==> config.mk <==
export PLATFORM = sky130hd
export DESIGN_NAME = branch_predictor_flat
export DESIGN_NICKNAME = d
export VERILOG_FILES = /design/src/rtl/branch_predictor_pkg.sv /design/src/rtl/branch_predictor_if.sv /design/src/rtl/bp_sat_counter2.sv /design/src/rtl/branch_predictor.sv /design/src/flat_wrapper.sv
export SDC_FILE = /design/constraint.sdc
export NUM_CORES = 1
export LEC_CHECK = 0
export CAP_MARGIN = 20
export CORE_ASPECT_RATIO = 0.75
export CORE_MARGIN = 2
export CORE_UTILIZATION = 45
export DETAILED_ROUTE_END_ITERATION = 7
export GPL_TIMING_DRIVEN = 0
export PLACE_DENSITY = 0.69
export SETUP_SLACK_MARGIN = 0.4
export SKIP_CTS_REPAIR_TIMING = 1
export SYNTH_ARGS = -nofsm -noshare
export SYNTH_HDL_FRONTEND = slang
export SYNTH_HIERARCHICAL = 1
export SYNTH_SLANG_ARGS = --single-unit
==> constraint.sdc <==
create_clock -name clk -period 2.8 [get_ports clk]
set_clock_uncertainty 0.15 [all_clocks]
set_input_delay 0.56 -clock clk [delete_from_list [all_inputs] [get_ports clk]]
set_output_delay 0.56 -clock clk [all_outputs]
set_load 0.05 [all_outputs]
==> src/rtl/branch_predictor_pkg.sv <==
// Shared types and helpers for the gshare branch predictor.
// Holds the 2-bit counter encoding and its saturating next-state function.
package riscv_bp_pkg;

  typedef enum logic [1:0] {
    SNT = 2'b00,
    WNT = 2'b01,
    WT  = 2'b10,
    ST  = 2'b11
  } bp_ctr_t;

  localparam logic [6:0] OPC_BRANCH = 7'b1100011;

  // Saturates at both ends; never wraps.
  function automatic bp_ctr_t bp_ctr_next(bp_ctr_t c, logic taken);
    bp_ctr_t n;
    n = c;
    if (taken && (c != ST)) begin
      n = bp_ctr_t'(c + 2'b01);
    end else if (!taken && (c != SNT)) begin
      n = bp_ctr_t'(c - 2'b01);
    end
    return n;
  endfunction

endpackage

==> src/rtl/branch_predictor_if.sv <==
// Fetch/execute-side interface of the branch predictor.
// The master modport belongs to the pipeline, the slave modport to the predictor.
interface branch_predictor_if #(
  parameter int XLEN     = 64,
  parameter int IDX_BITS = 6
);
  logic                pred_valid_i;
  logic [XLEN-1:0]     pred_pc_i;
  logic                pred_taken_o;
  logic [IDX_BITS-1:0] pred_idx_o;
  logic                upd_valid_i;
  logic [IDX_BITS-1:0] upd_idx_i;
  logic                upd_taken_i;
  logic                upd_pred_taken_i;
  logic                mispredict_o;
  logic                mispredict_taken_o;

  modport master (
    output pred_valid_i, pred_pc_i, upd_valid_i, upd_idx_i, upd_taken_i, upd_pred_taken_i,
    input  pred_taken_o, pred_idx_o, mispredict_o, mispredict_taken_o
  );

  modport slave (
    input  pred_valid_i, pred_pc_i, upd_valid_i, upd_idx_i, upd_taken_i, upd_pred_taken_i,
    output pred_taken_o, pred_idx_o, mispredict_o, mispredict_taken_o
  );
endinterface

==> src/rtl/bp_sat_counter2.sv <==
// One 2-bit saturating direction counter with enable and async reset to INIT_CTR.
module bp_sat_counter2
  import riscv_bp_pkg::*;
#(
  parameter bp_ctr_t INIT_CTR = WNT
) (
  input  logic    clk,
  input  logic    rst_n,
  input  logic    en_i,
  input  logic    taken_i,
  output bp_ctr_t ctr_o
);

  bp_ctr_t ctr_q, ctr_d;

  always_comb begin
    ctr_d = ctr_q;
    if (en_i) begin
      ctr_d = bp_ctr_next(ctr_q, taken_i);
    end
  end

  always_ff @(posedge clk or negedge rst_n) begin
    if (!rst_n) begin
      ctr_q <= INIT_CTR;
    end else begin
      ctr_q <= ctr_d;
    end
  end

  assign ctr_o = ctr_q;

endmodule

==> src/rtl/branch_predictor.sv <==
// Gshare conditional-branch predictor: PC ^ GHR indexes 2-bit counters, GHR updated at resolve.
// Optional BRANCH_PRED_STATS_EN adds saturating branch / mispredict statistics counters.
module branch_predictor
  import riscv_bp_pkg::*;
#(
  parameter int         XLEN     = 64,
  parameter int         IDX_BITS = 6,
  parameter int         GHR_BITS = 6,
  parameter logic [1:0] INIT_CTR = 2'b01
) (
  input  logic        clk,
  input  logic        rst_n,
`ifdef BRANCH_PRED_STATS_EN
  output logic [31:0] stat_branches_o,
  output logic [31:0] stat_mispred_o,
`endif
  branch_predictor_if.slave bus
);

  localparam int NUM_CTR = 2**IDX_BITS;

  logic [GHR_BITS-1:0] ghr_q, ghr_d;
  logic                mispredict_q, mispredict_d;
  logic                mispredict_taken_q, mispredict_taken_d;
  logic [IDX_BITS-1:0] pred_idx;
  bp_ctr_t             ctr [NUM_CTR];

  // Lookup reads registered state only, so a same-cycle update is not bypassed.
  assign pred_idx          = bus.pred_pc_i[IDX_BITS+1:2] ^ IDX_BITS'(ghr_q);
  assign bus.pred_idx_o    = pred_idx;
  assign bus.pred_taken_o  = ctr[pred_idx][1];

  for (genvar i = 0; i < NUM_CTR; i++) begin : g_ctr
    bp_sat_counter2 #(
      .INIT_CTR (bp_ctr_t'(INIT_CTR))
    ) u_ctr (
      .clk     (clk),
      .rst_n   (rst_n),
      .en_i    (bus.upd_valid_i && (bus.upd_idx_i == IDX_BITS'(i))),
      .taken_i (bus.upd_taken_i),
      .ctr_o   (ctr[i])
    );
  end

  always_comb begin
    ghr_d              = ghr_q;
    mispredict_d       = 1'b0;
    mispredict_taken_d = mispredict_taken_q;
    if (bus.upd_valid_i) begin
      ghr_d              = {ghr_q[GHR_BITS-2:0], bus.upd_taken_i};
      mispredict_d       = bus.upd_taken_i != bus.upd_pred_taken_i;
      mispredict_taken_d = bus.upd_taken_i;
    end
  end

  always_ff @(posedge clk or negedge rst_n) begin
    if (!rst_n) begin
      ghr_q              <= '0;
      mispredict_q       <= 1'b0;
      mispredict_taken_q <= 1'b0;
    end else begin
      ghr_q              <= ghr_d;
      mispredict_q       <= mispredict_d;
      mispredict_taken_q <= mispredict_taken_d;
    end
  end

  assign bus.mispredict_o       = mispredict_q;
  assign bus.mispredict_taken_o = mispredict_taken_q;

  // pred_valid_i only qualifies the outputs for fetch; the lookup itself is unconditional.
  logic unused_inputs;
  assign unused_inputs = bus.pred_valid_i ^ (^bus.pred_pc_i[XLEN-1:IDX_BITS+2])
                         ^ (^bus.pred_pc_i[1:0]);

`ifdef BRANCH_PRED_STATS_EN
  logic [31:0] stat_branches_q, stat_branches_d;
  logic [31:0] stat_mispred_q, stat_mispred_d;

  always_comb begin
    stat_branches_d = stat_branches_q;
    stat_mispred_d  = stat_mispred_q;
    if (bus.upd_valid_i && (stat_branches_q != 32'hFFFF_FFFF)) begin
      stat_branches_d = stat_branches_q + 32'd1;
    end
    if (bus.upd_valid_i && (bus.upd_taken_i != bus.upd_pred_taken_i)
        && (stat_mispred_q != 32'hFFFF_FFFF)) begin
      stat_mispred_d = stat_mispred_q + 32'd1;
    end
  end

  always_ff @(posedge clk or negedge rst_n) begin
    if (!rst_n) begin
      stat_branches_q <= '0;
      stat_mispred_q  <= '0;
    end else begin
      stat_branches_q <= stat_branches_d;
      stat_mispred_q  <= stat_mispred_d;
    end
  end

  assign stat_branches_o = stat_branches_q;
  assign stat_mispred_o  = stat_mispred_q;
`endif

endmodule

==> src/flat_wrapper.sv <==
// flat-port wrapper written by rule: the top's interface ports become plain ports
module branch_predictor_flat import riscv_bp_pkg::*;
#(
  parameter int         XLEN     = 64,
  parameter int         IDX_BITS = 6,
  parameter int         GHR_BITS = 6,
  parameter logic [1:0] INIT_CTR = 2'b01
)
  (clk, rst_n, bus_pred_valid_i, bus_pred_pc_i, bus_upd_valid_i, bus_upd_idx_i, bus_upd_taken_i, bus_upd_pred_taken_i, bus_pred_taken_o, bus_pred_idx_o, bus_mispredict_o, bus_mispredict_taken_o);
  branch_predictor_if #(.XLEN(XLEN), .IDX_BITS(IDX_BITS)) bus_i ();
  input  logic clk;
  input  logic rst_n;
  input wire logic [$bits(bus_i.pred_valid_i)-1:0] bus_pred_valid_i;
  input wire logic [$bits(bus_i.pred_pc_i)-1:0] bus_pred_pc_i;
  input wire logic [$bits(bus_i.upd_valid_i)-1:0] bus_upd_valid_i;
  input wire logic [$bits(bus_i.upd_idx_i)-1:0] bus_upd_idx_i;
  input wire logic [$bits(bus_i.upd_taken_i)-1:0] bus_upd_taken_i;
  input wire logic [$bits(bus_i.upd_pred_taken_i)-1:0] bus_upd_pred_taken_i;
  output wire logic [$bits(bus_i.pred_taken_o)-1:0] bus_pred_taken_o;
  output wire logic [$bits(bus_i.pred_idx_o)-1:0] bus_pred_idx_o;
  output wire logic [$bits(bus_i.mispredict_o)-1:0] bus_mispredict_o;
  output wire logic [$bits(bus_i.mispredict_taken_o)-1:0] bus_mispredict_taken_o;
  assign bus_i.pred_valid_i = bus_pred_valid_i;
  assign bus_i.pred_pc_i = bus_pred_pc_i;
  assign bus_i.upd_valid_i = bus_upd_valid_i;
  assign bus_i.upd_idx_i = bus_upd_idx_i;
  assign bus_i.upd_taken_i = bus_upd_taken_i;
  assign bus_i.upd_pred_taken_i = bus_upd_pred_taken_i;
  assign bus_pred_taken_o = bus_i.pred_taken_o;
  assign bus_pred_idx_o = bus_i.pred_idx_o;
  assign bus_mispredict_o = bus_i.mispredict_o;
  assign bus_mispredict_taken_o = bus_i.mispredict_taken_o;
  branch_predictor #(.XLEN(XLEN), .IDX_BITS(IDX_BITS), .GHR_BITS(GHR_BITS), .INIT_CTR(INIT_CTR)) u_core (.clk(clk), .rst_n(rst_n), .bus(bus_i));
endmodule
==> impl_metrics.yaml, run 1 <==
status:
  status: "complete, but fails checks"
  violations: "negative hold slack, negative setup slack"
cts:
  clk_pin_slew_ns: 0.05
  tritoncts: "built"
  cts_buffers: 17
  clockRootBuffer: "clkbuf_16"
  h-tree-depth: 4
  clk_latency_ns: 0.42
  cts_sinks: 135
  cts_max_path_buffers: 2
synthesis:
  synthCells: 682
  yosys_warnings: 6
  syn-cell-area_um2: 7450
  async_flop_share_pct: 100
  synth_fp_nets: 758
  synthDistinctLibCells: 37
  avgSynthCellArea_um2: 10.9
  ys.flop_type: "dfrtp_1"
  synth-edff-count: 0
  synth_seq_area_share_pct: 46.4
  synth-seq-cells: 135
setup_path:
  cp-end-kind: "output port"
  crit_buf_inv: 4
  cp_slowest_stage_delay_ns: 0.56
  cp.arrival_ns: 2.68
  cp_top_family: "buffers and inverters"
  cp-start-kind: "register"
  path_cells: "xnor2_4, buf_4, buf_12, buf_8, mux4_2, o311ai_4, o22ai_4, buf_6"
  worstPathMaxFanout: 6
  cp_slowest_cell: "mux4_2"
  required_ns: 2.09
  path_class: "reg2out"
die:
  start_util_pct: 46.2
  rows: 40
  core_area_um2: 16100
  die-area_um2: 17600
  io_pins: 85
  die-height_um: 115
  die_w_um: 153
pwr:
  vdd_drop_max_uv: 416
  p_per_area_nw_per_um2: 848
  p_leak_nw: 3.87
  power_mw: 7.62
finish:
  fin_util_pct: 55.8
  fin_cells: 972
  antenna_cells: 0
  syn2layout_area_growth_pct: 20.7
  final_nets: 826
  layout-drive-gt1-share_pct: 24.7
global_route:
  grt_pass1_vias: 5700
  gr-total-overflow: 0
  grtUsageTotal_pct: 20.8
  grt_max_degree: 137
  grt_antenna_before_repair: 0
  grt_first_pass_wirelength_um: 28800
sta:
  hold_ws_ns: -0.0307
  setup_ws_ns: -0.595
  rsz0062_at_grt: "yes"
  fmax_mhz: 295
  setup_viol: 1
  worstMarginPinSlew_ns: 0.751
  hold_viol: 8
  relSlewSlack_pct: 49.9
  post-route-period-util_pct: 121
  min_period_ns: 3.39
  maxSlewViolCount: 0
routing:
  wl_per_cell_um: 19.2
  drtIter0Drc: 449
  vias_per_cell: 5.98
  antenna_left: 0
  routed_wl_um: 18600
  first_pass_iters: 6
  drc_errors: 0
  via_count: 5816
job:
  drv_cap: 0
placement:
  hpwl_um: 11800
  io_buffer_count: 25
  placed_cells: 919
  place_ws_ns: -1.74
  place.gp.congestion: 0.773
min_path:
  hp-class: "in2async"
-- cell usage after synthesis, types with 6 or more instances --
| library cell | number | area share [%] |
|---|---|---|
| o21ai_0 | 65 | 4.4 |
| clkbuf_1 | 6 | 0.30 |
| nand2_1 | 14 | 0.71 |
| nand2b_1 | 64 | 5.4 |
| mux2i_1 | 69 | 9.3 |
| mux4_2 | 13 | 3.9 |
| dfrtp_1 | 71 | 24 |
| nand3_1 | 7 | 0.47 |
| mux2_2 | 6 | 0.91 |
| dfstp_2 | 64 | 23 |
| nor2_1 | 69 | 3.5 |
| a22o_1 | 64 | 7.5 |
| a21o_1 | 64 | 6.5 |
| a21boi_0 | 64 | 6.5 |
-- registers in the layout, summed over array words and instances, names as in the netlist --
| register | count |
|---|---|
| u_core/g_ctr.u_ctr/ctr_o | 128 |
| u_core/ghr_q | 6 |
| u_core/bus.mispredict_o | 1 |
-- cells by family after synthesis --
group | after synthesis | share of synthesized area, %
buf+inv | 11 | 0.722
flops | 135 | 46.4
mux | 89 | 14.3
xor+xnor | 7 | 1.02
compound gates | 270 | 26.1
simple gates | 170 | 11.4
-- cell usage in the layout, fill, tap and decap left out, drive strengths merged, types with 5 or more instances in the layout --
master,count
a21boi,64
a21o,64
a22o,64
buf,37
clkbuf,29
clkdlybuf4s50,11
clkinv,6
dfrtp,71
dfstp,64
dlymetal6s2s,6
mux2,7
mux2i,69
mux4,13
nand2,14
nand2b,64
nand3,7
nor2,69
o21ai,65
xor2,5
-- final timing paths --
| kind | start | endpoint | slack, ns | depth (start not counted) |
|---|---|---|---|---|
| worst max-delay path | u_core/ghr_q[0] | bus_pred_taken_o | -0.59 | 8 |
| worst min-delay path | rst_n | u_core/g_ctr[24].u_ctr/ctr_o[1] | -0.03 | 1 |
| worst max register to register | u_core/g_ctr[37].u_ctr/ctr_o[1] | u_core/g_ctr[37].u_ctr/ctr_o[1] | 1.67 | 2 |
| worst min register to register | u_core/g_ctr[33].u_ctr/ctr_o[0] | u_core/g_ctr[33].u_ctr/ctr_o[0] | 0.33 | 1 |
| max in group asynchronous | rst_n | u_core/g_ctr[17].u_ctr/ctr_o[0] | 1.71 | 2 |
| min in group clk | u_core/g_ctr[33].u_ctr/ctr_o[0] | u_core/g_ctr[33].u_ctr/ctr_o[0] | 0.33 | 1 |
-- per-layer routing --
metal / GRT usage (%) / share of wire (%) / up-vias
met2: 33.3 / 48 / 143
met5: 0 / 0 / -
met3: 6.02 / 5.0 / 39
met1: 27.5 / 45 / 2950
li1: - / - / 2684
met4: 7.53 / 2.4 / 0
-- stage by stage --
stage / setup TNS, ns / hold slack (ns) / instance area, um^2
after floorplan: -0.0921 / 0.114 / 7530
after global placement: -921.71 / 0.320 / 8040
after detailed placement: -25.20 / 0.326 / 8100
after CTS: -3.77 / -0.00286 / 8590
after global routing: -0.745 / 0.0139 / 8990
final: -0.595 / -0.0307 / 8990
-- report_power, final --
group          switching (mW)  internal, mW
sequential              0.734          2.67
clock                   0.793          1.14
combinational           0.997          1.29
-- final cells by class --
| type | count | area (um^2) |
|---|---|---|
| fillers | 1371 | 7130 |
| multi-input cells | 536 | 4160 |
| flip-flops and latches | 135 | 3460 |
| repair buffers | 49 | 517 |
| clock buffers | 25 | 465 |
| well taps | 210 | 263 |
| plain buffers | 9 | 87.6 |
| clock inverters | 6 | 30.0 |
| inverters | 2 | 11.3 |
Power figures use the tool's default switching activity.
==> run 2, diff against run 1 <==
--- a/config.mk
+++ b/config.mk
@@ -14,6 +14,7 @@
 export PLACE_DENSITY = 0.69
 export SETUP_SLACK_MARGIN = 0.4
 export SKIP_CTS_REPAIR_TIMING = 1
+export SLEW_MARGIN = 15
 export SYNTH_ARGS = -nofsm -noshare
 export SYNTH_HDL_FRONTEND = slang
 export SYNTH_HIERARCHICAL = 1
==> results of run 2 <==
No change in the layout: final DEF, timing and power equal those of run 1.
